File: src/rtl/cache_mem_responder.sv
// Memory-side responder for the cache control interface: arbitrates dcache and icache
// requests onto one RAM port, with data priority and a starvation guard for fetches.
module cache_mem_responder #(
  parameter int DBURST_MAX = 4,
  parameter int ERRW       = 8
) (
  input  logic            CLK,
  input  logic            nRST,
  input  logic            dREN,
  input  logic            dWEN,
  input  logic [31:0]     daddr,
  input  logic [31:0]     dstore,
  output logic            dwait,
  output logic [31:0]     dload,
  input  logic            iREN,
  input  logic [31:0]     iaddr,
  output logic            iwait,
  output logic [31:0]     iload,
  output logic            ramREN,
  output logic            ramWEN,
  output logic [31:0]     ramaddr,
  output logic [31:0]     ramstore,
  input  logic [31:0]     ramload,
  input  logic [1:0]      ramstate,
  output logic [ERRW-1:0] err_count,
  output logic [1:0]      dbg_state
);

  localparam int BW = $clog2(DBURST_MAX + 1);
  localparam logic [BW-1:0] BURST_CAP = BW'(DBURST_MAX);
  localparam logic [1:0] RAM_ACCESS = 2'd2;
  localparam logic [1:0] RAM_ERROR  = 2'd3;

  typedef enum logic [1:0] {
    IDLE   = 2'd0,
    DSERVE = 2'd1,
    ISERVE = 2'd2
  } state_t;

  state_t          state, state_nxt;
  logic [BW-1:0]   dburst, dburst_nxt;
  logic            d_req, d_own, i_own, d_done, i_done, grant, d_win;

  // Handshake: a requester holds its request, address and data stable until its wait
  // goes low; wait is low for exactly the one cycle the RAM reports ACCESS.
  always_comb begin
    d_req  = dREN | dWEN;
    d_own  = (state == DSERVE) & d_req;
    i_own  = (state == ISERVE) & iREN;
    d_done = d_own & (ramstate == RAM_ACCESS);
    i_done = i_own & (ramstate == RAM_ACCESS);
    grant  = (state == IDLE) | d_done | i_done;
  end

  // Arbitration sees the burst count including the completion happening this cycle.
  always_comb begin
    dburst_nxt = dburst;
    if (grant) begin
      if (i_done | ~iREN)
        dburst_nxt = '0;
      else if (d_done && dburst != BURST_CAP)
        dburst_nxt = dburst + BW'(1);
    end
    d_win = d_req & ~(iREN & (dburst_nxt == BURST_CAP));
    state_nxt = state;
    if (grant) begin
      if (d_win)
        state_nxt = DSERVE;
      else if (iREN)
        state_nxt = ISERVE;
      else
        state_nxt = IDLE;
    end else if (!d_own && !i_own) begin
      state_nxt = IDLE;
    end
  end

  always_ff @(posedge CLK or negedge nRST) begin
    if (!nRST) begin
      state     <= IDLE;
      dburst    <= '0;
      err_count <= '0;
    end else begin
      state  <= state_nxt;
      dburst <= dburst_nxt;
      if ((d_own | i_own) && ramstate == RAM_ERROR && err_count != '1)
        err_count <= err_count + ERRW'(1);
    end
  end

  // RAM port and cache-side responses follow the live request, so a withdrawal drops
  // the enables in the same cycle and a moving daddr passes straight through.
  always_comb begin
    ramWEN   = (state == DSERVE) & dWEN;
    ramREN   = ((state == DSERVE) & dREN & ~dWEN) | i_own;
    ramaddr  = '0;
    if (state == DSERVE)
      ramaddr = daddr;
    else if (state == ISERVE)
      ramaddr = iaddr;
    ramstore = ramWEN ? dstore : 32'd0;
    dwait    = ~d_done;
    iwait    = ~i_done;
    dload    = d_done ? ramload : 32'd0;
    iload    = i_done ? ramload : 32'd0;
    dbg_state = state;
  end

endmodule

File: config.mk
export PLATFORM = sky130hd
export DESIGN_NAME = cache_mem_responder
export DESIGN_NICKNAME = d
export VERILOG_FILES = /design/src/rtl/cache_mem_responder.sv
export SDC_FILE = /design/constraint.sdc
export NUM_CORES = 1
export LEC_CHECK = 0
export ABC_AREA = 0
export CAP_MARGIN = 20
export CORE_AREA = 2 2 108 110
export DETAILED_ROUTE_END_ITERATION = 10
export DIE_AREA = 0 0 110 112
export HOLD_SLACK_MARGIN = 0.06
export PLACE_DENSITY = 0.71
export SLEW_MARGIN = 0
export SYNTH_ARGS = -nofsm -noshare
export SYNTH_HDL_FRONTEND = slang
export SYNTH_SLANG_ARGS = --single-unit
File: constraint.sdc
create_clock -name CLK -period 2 [get_ports CLK]
set_input_delay 0.6 -clock CLK [delete_from_list [all_inputs] [get_ports CLK]]
set_output_delay 0.6 -clock CLK [all_outputs]
set_load 0.02 [all_outputs]
### Yosys cells after proc, flatten, opt, wreduce, memory -nomap -nowiden

Index checks and enable logic that the tools add are counted.
W data, S select, Z words.

| storage, ports and cells | value |
|---|---|
| bits in registers | 13 |
| bits of input ports | 135 |
| output and inout bits | 142 |
| logic and storage cells | 52 |

| cells by class | value |
|---|---|
| add/sub/neg operators | 2 |
| eq/ne operators | 7 |
| multiplexer cells | 12 |
| bitwise gates (word level) | 20 |
| reduce and logical (&&, ||, !) cells | 8 |

Operators by type and width:

| cell | count |
|---|---|
| $mux W32 | 5 |
| $and A1 B1 Y1 | 9 |
| $mux W3 | 3 |
| $add A8 B1 Y8 const B | 1 |
| $mux W2 | 4 |
| $ne A8 B8 Y1 const B | 1 |
| $eq A2 B2 Y1 const B | 3 |
| $or A1 B1 Y1 | 6 |
| $not A1 Y1 | 5 |
| $logic_and A1 B1 Y1 | 4 |
| $add A3 B1 Y3 const B | 1 |
| $eq A3 B3 Y1 const B | 1 |
| $ne A3 B3 Y1 const B | 1 |
| $eq A2 B1 Y1 const B | 1 |
| $logic_not A1 Y1 | 2 |
| $logic_not A2 Y1 | 1 |
| $reduce_bool A2 Y1 | 1 |

### Logic depth before layout (Yosys ltp)

| logic depth | value |
|---|---|
| depth after elaboration | 13 |
| gate-level depth with buffers | 7 |
| mapped depth without buffers | 7 |

### Worst setup path before layout

No wires, ideal clock.

| timing | value |
|---|---|
| path kind | input -> output |
| start point | input ramstate[0] |
| end point | output dload[22] |
| data arrival time | 1.594 ns |
| required time | 1.400 ns |
| setup slack | -0.194 ns |
| cell stages on the path | 4 |
| buffers on the path | 1 |
| cell sequence | nand2b_1 > nor3_2 > clkbuf_1 > and2_1 |

| on the way | value |
|---|---|
| cells in the longest elaborated chain, start to end | 3 |

RTL lines:

| element | line | text |
|---|---|---|
| start: declaration | 24 | `input logic [1:0] ramstate,` |
| $eq A2 B2 Y1 | 50 | `d_done = d_own & (ramstate == RAM_ACCESS);` |
| $and A1 B1 Y1 | 50 |  |
| $mux W32 | 104 | `dload = d_done ? ramload : 32'd0;` |
| end: declaration | 14 | `output logic [31:0] dload,` |

Every way passes these cells.

### Final worst setup path

| timing | value |
|---|---|
| start point | register state[0], in the netlist dbg_state[0] |
| end point | output iload[6] |

| on the way | value |
|---|---|
| cells in the longest elaborated chain, start to end | 4 |

RTL lines:

| element | line | text |
|---|---|---|
| start: declaration | 40 | `state_t state, state_nxt;` |
| start signal: assignment | 84 | `state <= state_nxt;` |
| $eq A2 B2 Y1 | 49 | `i_own = (state == ISERVE) & iREN;` |
| $and A1 B1 Y1 | 49 |  |
| $and A1 B1 Y1 | 51 | `i_done = i_own & (ramstate == RAM_ACCESS);` |
| $mux W32 | 105 | `iload = i_done ? ramload : 32'd0;` |
| end: declaration | 18 | `output logic [31:0] iload,` |

Every way passes these cells.

==> flow_summary.toml <==
[grt]
grt_use_total_pct = 18.2
grt_pass1_wl_um = 17300
grt_max_degree = 33
grt-ovfl-total = 0
grt_pass1_vias = 3270
antenna_found_initial = 0

[setup_path]
slowest_delay_ns = 0.39
reg2reg_depth = 9
worst_setup_path_start_kind = "register"
cp_max_fo = 4
cp_num_buf_inv = 6
regToRegStartpoint = "dbg_state[1]"
worstSetupEndpointType = "primary output"
r2r_slack_ns = -0.09
r2r-end = "dbg_state[0]"
cp_slowest_cell = "dfrtp_1"
cp.arrival_ns = 1.84
critical_path_class = "reg2out"
crit_top_cell = "buf_6"
cp_data_required_time_ns = 1.40
crit_path_start = "dbg_state[0]"
path_cells = "buf_6 -> nand3b_1 -> nor2_4 -> buf_6 -> buf_6 -> buf_12 -> buf_6 -> and2_4 -> buf_6"
critical-path-top-delay-family = "buffers and inverters"

[synthesis]
syn_avg_cell_area_sq_um = 7.78
synth_fa_ha_area_share_pct = 2.09
async_flop_share_pct = 100
synth_cell_types = 38
netlist_area_sq_um = 1800
yosysSeqAreaShare_pct = 18.1
synth-simple-area-share_pct = 47.1
synth_mux_area_share_pct = 1.46
yosys.area_share.xor_xnor_pct = 4.31
synth_compound_area_share_pct = 21.4
synth.area.top_cells = "and2_1 23%, dfrtp_1 18%, a22o_1 16%"
synth-seq-cells = 13
syn_inst = 231
yosysWarnings = 0
synth_top_area_share_pct = 22.6
synth_top_family_by_area = "simple AND/OR/NAND/NOR gates"
yosysTopAreaCell = "and2_1"
synth-main-ff-cell = "dfrtp_1"
yosysMostFrequentCell = "and2_1"
synth_commonest_cells = "65 x and2_1, 33 x and3_1, 32 x a22o_1, 16 x clkbuf_1, 13 x dfrtp_1"
syn_nets = 369
synth-edff-count = 0

[power_and_ir_drop]
power.leakage_uw = 0.00296
ir_drop_v = 0.000676
p_per_area_nw_per_um2 = 851

[min_path]
hold_start = "err_count[7]"
holdPathStages = 1
whs_endpoint = "err_count[7]"
hold_class = "reg2reg"

[clock_network]
cts_tree = "built"
path_clk_slew_ns = 0.05
cts_buffer_depth = 2
clk_latency_ns = 0.24
htree_levels = 1
cts_root_buffer = "clkbuf_16"
cts_sinks = 13
hold_buffers = 0
cts_made_buffers = 3

[outcome]
violations = "setup timing"
outcome = "complete, but fails checks"

[finish]
syn_to_final_growth_pct = 257
drive_gt1_share_pct = 59.8
diodes = 0
num-nets-final = 716
fin_cells = 720
fillers = 933
multi_input_area_sq_um = 1760
final_cell_area_sq_um = 6420
seq_area_sq_um = 327

[drt]
wl_per_cell_um = 18.0
firstDrtPassIters = 4
routed_wl_um = 12900
drc = 0
drtIter0Drc = 155
antenna_left = 0
viasPerCell = 4.46
vias = 3214

[floorplanning]
rows = 39
dieHeight_um = 112
core_sq_um = 11200
io_pins = 277
die_w_um = 110
die_area_sq_um = 12300
start_util_pct = 16.1

[placement]
port_buffers = 276
placed_area_sq_um = 5060
placedCellCount = 658
dp_hpwl_um = 8930
gp_congestion = 0.860

[sta]
post-route-min-period_ns = 2.44
drv_slew = 0
setup_violations = 135
grt_setup_unrepaired = "true"
slew_headroom_pct = 67.3
worst-slew-pin-transition_ns = 0.488
fin_ws_ns = -0.438
final_hold_viol_count = 0
finalCritPeriodShare_pct = 122
finalClockSkew_ns = 0.00480
fmax_mhz = 410

[flow_run]
cap_violations = 0
-- per-stage QoR --
step / util, % / TNS, ns / power, uW / setup slack (ns) / hold slack [ns]
2_1_floorplan: - / 0 / 2020 / 0.0000219 / 0.304
3_3_place_gp: 45.3 / -102.30 / 3670 / -0.943 / 0.492
3_5_place_dp: 45.3 / -106.47 / 3710 / -0.992 / 0.499
4_1_cts: 53.5 / -39.51 / 4680 / -0.486 / 0.507
5_1_grt: 57.5 / -43.42 / 5720 / -0.489 / 0.526
6_report: 57.5 / -36.22 / 5470 / -0.438 / 0.513
-- how the worst max path moves through the flow --
stage,end,slack [ns],depth (start not counted)
2_1_floorplan,ramaddr[10],0.00002,4
3_3_place_gp,dload[5],-0.94,6
3_5_place_dp,dload[2],-0.99,6
4_1_cts,dload[17],-0.49,9
5_1_grt,iload[6],-0.49,9
6_report,iload[6],-0.44,9
-- per-layer routing --
metal / vias to the layer above / GRT usage, % / share of wire, %
met4: 0 / 4.47 / 2.1
met5: - / 0 / 0
li1: 1520 / - / -
met3: 18 / 3.45 / 9.0
met1: 1495 / 17.7 / 32
met2: 181 / 37.4 / 57
-- power by group --
group          internal (uW)  leakage, uW  switching [uW]  total [uW]
Sequential               334     0.000169            85.1         419
Clock                    265    0.0000409             104         369
Combinational           2660      0.00275            2020        4680
Total                   3260      0.00296            2210        5470
-- cells in the final DEF (no fill, tap or decap), types with 6 or more instances in the layout --
| cell | instances |
|---|---|
| and3_4 | 18 |
| buf_16 | 6 |
| clkbuf_16 | 10 |
| a22o_1 | 32 |
| buf_12 | 10 |
| buf_6 | 159 |
| and3_2 | 7 |
| dfrtp_1 | 12 |
| and3_1 | 8 |
| buf_4 | 33 |
| and2_4 | 65 |
| clkdlybuf4s50_1 | 137 |
-- cells by family (layout without fill, tap and decap cells) --
family / count (synthesis) / count (layout)
and+or+nand+nor: 136 / 137
AOI/OAI and AO/OA: 44 / 44
buffers and inverters: 25 / 370
DFF: 13 / 13
muxes: 2 / 2
adders and majority gates: 3 / 3
xor gates and xnor gates: 8 / 8
-- timing repair --
action                                  4_1_cts  5_1_grt
setup buffers                                35       13
gates cloned                                 10       10
pin swaps                                    31       18
gates resized for setup                     766      173
endpoints found under the setup margin      145      136
-- layout make-up --
| type | count | share of cell area (%) |
|---|---|---|
| timing repair buffer | 361 | 63.1 |
| multi-input combinational | 194 | 27.5 |
| inverter | 5 | 0.370 |
| clock inverter | 1 | 0.0779 |
| sequential | 13 | 5.08 |
| tap | 143 | 2.79 |
| clock buffer | 3 | 1.17 |
-- registers in the layout, summed over array words and instances, names as in the netlist --
signal,cells
err_count,8
dbg_state,2
dburst,3
No activity file was read; power rests on OpenSTA's default activity.
==> edit 1, RTL diff (same settings) <==
Make the reset (`nRST`) synchronous in one clocked block.
--- a/src/rtl/cache_mem_responder.sv
+++ b/src/rtl/cache_mem_responder.sv
@@ -75,7 +75,7 @@
     end
   end
 
-  always_ff @(posedge CLK or negedge nRST) begin
+  always_ff @(posedge CLK) begin
     if (!nRST) begin
       state     <= IDLE;
       dburst    <= '0;
Check against the original RTL: differs if nRST is asserted again (counterexample within 4 cycles, from zero or initial values and one cycle with nRST low); with nRST held inactive, the same outputs for 10 cycles.
==> edit 1 against the original RTL <==
The run still ends with setup timing left. Fmax rose by 11%. Critical endpoint is now iload[0]. First-iteration DRC count fell by 30%. Sequential cell count did not move. Synthesized area rose by 0.21%. Wire length rose by 1.3%. Design area fell by 4.2%. Setup slack improved by 0.24 ns. Clock skew rose by 0.0031 ns.
Power is left out: it rests on default switching activity, and per cell area and clock period it moved more than threefold.
==> edit 1: results (changes against the original RTL) <==
stage	metric	value	unit	change
grt	gr-usage-met1	0.1796		was 0.1770
yosys	synthFlopType	dfxtp_1		was dfrtp_1
detailed_routing	vias	3246		was 3214
outcome	violations	setup timing		unchanged
yosys	ys_top_cells_by_area	and2_1 (23%), a22o_1 (16%), dfxtp_1 (14%)		was and2_1 (23%), dfrtp_1 (18%), a22o_1 (16%)
placement	dp_hpwl	8685	um	was 8926 um
critical_path	ff2ff_setup_slack	0.05	ns	was -0.09 ns
yosys	ys_types	39		was 38
detailed_routing	drt_iter0_drc	109		was 155
placement	post-place-ws	-1.164	ns	was -0.9918 ns
cells_and_area	final_nets	712		was 716
critical_path	critPathMaxStageDelay	0.19	ns	was 0.39 ns
detailed_routing	wl_met2	7489	um	was 7359 um
critical_path	critical_path.endpoint	iload[0]		was iload[6]
grt	grt_util_met3	0.03630		was 0.03454
detailed_routing	vias_per_cell	4.534		was 4.464
timing	tightest_slew	0.3462	ns	was 0.4885 ns
yosys	syn-num-nets	388		was 369
yosys	yosys_warnings	0		unchanged
placement	gp_congestion	0.7992		was 0.8597
critical_path	r2r-end	dbg_state[1]		was dbg_state[0]
yosys	async_reset_ff_frac	0		was 1.000
yosys	synthCells	250		was 231
detailed_routing	route.top_layer_used	met4		unchanged
grt	met2_usage	0.3804		was 0.3742
detailed_routing	drt-met1-wl	4085	um	was 4149 um
outcome	status	complete, but fails checks		unchanged
timing	finClkSkew	0.007945	ns	was 0.004803 ns
timing	setup_viol	111		was 135
detailed_routing	post_drt_wl_per_cell	18.32	um	was 17.98 um
critical_path	crit_start	iREN		was dbg_state[0]
critical_path	arrival	1.60	ns	was 1.84 ns
cells_and_area	largest_reg_flops	8		unchanged
placement	place_area	5066	sq um	was 5060 sq um
timing	fin_tns_setup	-14.51	ns	was -36.22 ns
yosys	yosysSeqAreaShare	0.1444		was 0.1809
yosys	synth_common_cells	and2_1 (66), and3_1 (35), a22o_1 (32), clkbuf_1 (17), dfxtp_1 (13)		was and2_1 (65), and3_1 (33), a22o_1 (32), clkbuf_1 (16), dfrtp_1 (13)
timing	fin_ws	-0.1969	ns	was -0.4382 ns
critical_path	cp_slowest_cell	and3_4		was dfrtp_1
placement	dp_cells	668		was 658
cells_and_area	layout-drive-gt1-share	0.5567		was 0.5979
critical_path	path_max_fanout	8		was 4
detailed_routing	wl_met3	1211	um	was 1167 um
grt	grt_pass1_wl	17510	um	was 17330 um
grt	grt_util_all_layers	0.1850		was 0.1818
[edit 1: cell count changes after synthesis, sizes merged, moves of 3 or more]
| cell | delta |
|---|---|
| dfrtp | -13 |
| dfxtp | +13 |
| nor2 | +5 |
| nand2b | -4 |
| buf | +3 |
| inv | +3 |
| nand2 | +3 |
[edit 1: final cells by class]
| type | instances | area (sq um) |
|---|---|---|
| Fill cell | 969 | 5021 |
| Timing Repair Buffer | 340 | 3785 |
| Multi-Input combinational cell | 207 | 1807 |
| Sequential cell | 13 | 262.8 |
| Tap cell | 143 | 178.9 |
| Clock buffer | 4 | 78.83 |
| Inverter | 9 | 41.29 |
[edit 1: kinds of logic (layout without fill, tap and decap cells)]
kind of cell | Yosys count | after routing | share of synthesized area
adder cells (fa/ha/maj) | 3 | 3 | 0.02084
AO/OA/AOI/OAI | 49 | 49 | 0.2333
XOR/XNOR | 6 | 6 | 0.02917
buffers and inverters | 33 | 353 | 0.07847
flip-flops | 13 | 13 | 0.1444
AND/OR/NAND/NOR | 145 | 148 | 0.4882
multiplexers | 1 | 1 | 0.005556
[edit 1: worst min path at each step]
stage	start	end	slack, ns	cells after the start
after floorplan	dburst[1]	dburst[1]	0.45	2
after global placement	dburst[1]	dburst[1]	0.47	2
after detailed placement	dburst[1]	dburst[1]	0.47	2
after CTS	dburst[1]	dburst[1]	0.48	2
after global routing	dburst[1]	dburst[1]	0.48	2
final	dburst[1]	dburst[1]	0.47	2
[edit 1: what timing repair did]
item,4_1_cts,5_1_grt
buffers inserted,21,16
pin swaps,40,34
gates resized for setup,806,97
setup endpoints to repair,143,133
cloned,14,4
[edit 1: critical path, delay by kind of cell]
family | cells | cell delay (ns)
buffers and inverters | 4 | 0.48
AND/OR/NAND/NOR | 3 | 0.50
==> edit 2, RTL diff (same flow settings) <==
Without the edit above. `ERRW`: 8 -> 10.
--- a/src/rtl/cache_mem_responder.sv
+++ b/src/rtl/cache_mem_responder.sv
@@ -2,7 +2,7 @@
 // requests onto one RAM port, with data priority and a starvation guard for fetches.
 module cache_mem_responder #(
   parameter int DBURST_MAX = 4,
-  parameter int ERRW       = 8
+  parameter int ERRW       = 10
 ) (
   input  logic            CLK,
   input  logic            nRST,
Ports: changed (resized err_count); port bits go from 277 to 279. The function was not compared with the original's and may differ.
==> edit 2 against the original RTL <==
The flow still finishes with violations (setup timing). Synthesized area up 1.7%. Cell count down 1.9%. Clock skew down 0.0011 ns. Design area down 9.7%. Setup slack better by 0.072 ns. Wire length down 5.9%. Non-clock buffer count down 18. Sequential cell count up 2. Fmax up 3.1%. Critical path depth unchanged. Critical endpoint is now iload[23].
Power is not compared: it rests on default switching activity, and its combinational part moved more than twofold at a synthesized area within 25%.
==> edit 2: results (changes against the original RTL) <==
stage	metric	value	unit	change
yosys	synth_common_cells	and2_1 (65), and3_1 (33), a22o_1 (32), clkbuf_1 (16), dfrtp_1 (15)		was and2_1 (65), and3_1 (33), a22o_1 (32), clkbuf_1 (16), dfrtp_1 (13)
placement	gp_congestion	0.8420		was 0.8597
clocking	insertion_delay	0.25	ns	
grt	grt_max_degree	51		was 33
placement	post-place-ws	-1.056	ns	was -0.9918 ns
critical_path	arrival	1.77	ns	was 1.84 ns
critical_path	crit_start	ramstate[0]		was dbg_state[0]
timing	post-route-min-period	2.366	ns	was 2.438 ns
cells_and_area	final_nets	702		was 716
grt	grt_pass1_vias	3036		was 3270
critical_path	path_max_fanout	7		was 4
yosys	ys_top_cells_by_area	and2_1 (22%), dfrtp_1 (21%), a22o_1 (15%)		was and2_1 (23%), dfrtp_1 (18%), a22o_1 (16%)
critical_path	r2r-end	dbg_state[1]		was dbg_state[0]
placement	dp_hpwl	8774	um	was 8926 um
detailed_routing	drt-total-wl	12190	um	was 12940 um
timing	setup_viol	131		was 135
critical_path	cp_slowest_cell	nand2b_4		was dfrtp_1
detailed_routing	drt_iter0_drc	144		was 155
critical_path	critical_path.endpoint	iload[23]		was iload[6]
outcome	status	complete, but fails checks		unchanged
placement	io_buffers	278		was 276
outcome	violations	setup timing		unchanged
yosys	ys_types	38		unchanged
timing	fin_ws	-0.3657	ns	was -0.4382 ns
cells_and_area	largest_reg_flops	10		was 8
yosys	yosysSeqAreaShare	0.2053		was 0.1809
critical_path	ff2ff_setup_slack	0.06	ns	was -0.09 ns
timing	slew_headroom	0.7545		was 0.6729
grt	grt_pass1_wl	16020	um	was 17330 um
grt	grt_util_all_layers	0.1668		was 0.1818
cells_and_area	nFillCells	1010		was 933
cells_and_area	layout-drive-gt1-share	0.5346		was 0.5979
-- edit 2: what timing repair did --
item / 4_1_cts / 5_1_grt
endpoints found under the setup margin: 144 / 137
cloned: 3 / 7
gates resized for setup: 505 / 262
setup buffers: 19 / 10
pin swaps: 13 / 20
-- edit 2: cells by family (layout without fill, tap and decap cells) --
family,count (synthesis),after routing,synth area share
buffers and inverters,25,353,0.05202
AO/OA/AOI/OAI,49,49,0.2252
XOR/XNOR,9,9,0.04312
multiplexers,2,2,0.01164
flip-flops,15,15,0.2053
adder cells (fa/ha/maj),3,3,0.02054
AND/OR/NAND/NOR,132,132,0.4422
-- edit 2: layout make-up --
| type | count | area (sq um) | area share |
|---|---|---|---|
| clock inverters | 1 | 5.005 | 0.0008624 |
| inverters | 6 | 25.02 | 0.004312 |
| flip-flops and latches | 15 | 376.6 | 0.06490 |
| well taps | 143 | 178.9 | 0.03083 |
| multi-input cells | 195 | 1637 | 0.2820 |
| clock buffers | 3 | 75.07 | 0.01294 |
| repair buffers | 343 | 3506 | 0.6041 |
-- edit 2: how the worst min path moves through the flow --
stage | start | to | slack, ns | cells after the start
2_1_floorplan | nRST | dbg_state[0] | 0.30 | 0
3_3_place_gp | err_count[9] | err_count[9] | 0.49 | 1
3_5_place_dp | err_count[9] | err_count[9] | 0.50 | 1
4_1_cts | err_count[9] | err_count[9] | 0.50 | 1
5_1_grt | err_count[9] | err_count[9] | 0.52 | 1
6_report | err_count[9] | err_count[9] | 0.50 | 1
-- edit 2: stage by stage --
step | util | setup TNS [ns] | power [mW] | cell area, sq um | instances
3_3_place_gp | 0.4569 | -104.17 | 1.726 | 5106 | 666
5_1_grt | 0.5193 | -37.21 | 2.408 | 5803 | 706
3_5_place_dp | 0.4569 | -108.70 | 1.749 | 5106 | 666
4_1_cts | 0.4980 | -50.33 | 2.180 | 5565 | 692
6_report | 0.5193 | -31.27 | 2.303 | 5803 | 706
2_1_floorplan | - | -2.613 | 0.9928 | 1999 | 235
-- edit 2: critical path, delay by kind of cell --
| family | cells | cell delay [ns] |
|---|---|---|
| buffers and inverters | 6 | 0.71 |
| AND/OR/NAND/NOR | 3 | 0.44 |
-- edit 2: per-layer routing --
layer,vias up,global-route usage,share of wire
li1,1506,-,-
met4,0,0.03966,0.016
met3,13,0.03571,0.090
met5,-,0,0
met2,190,0.3256,0.54
met1,1451,0.1761,0.35
-- edit 2: power groups by stage --
stage,combinational [mW],clock [mW],sequential (mW)
6_report,1.45,0.409,0.444
4_1_cts,1.34,0.405,0.440
2_1_floorplan,0.501,0,0.492
3_3_place_gp,1.28,0,0.442
5_1_grt,1.54,0.418,0.454
3_5_place_dp,1.30,0,0.446
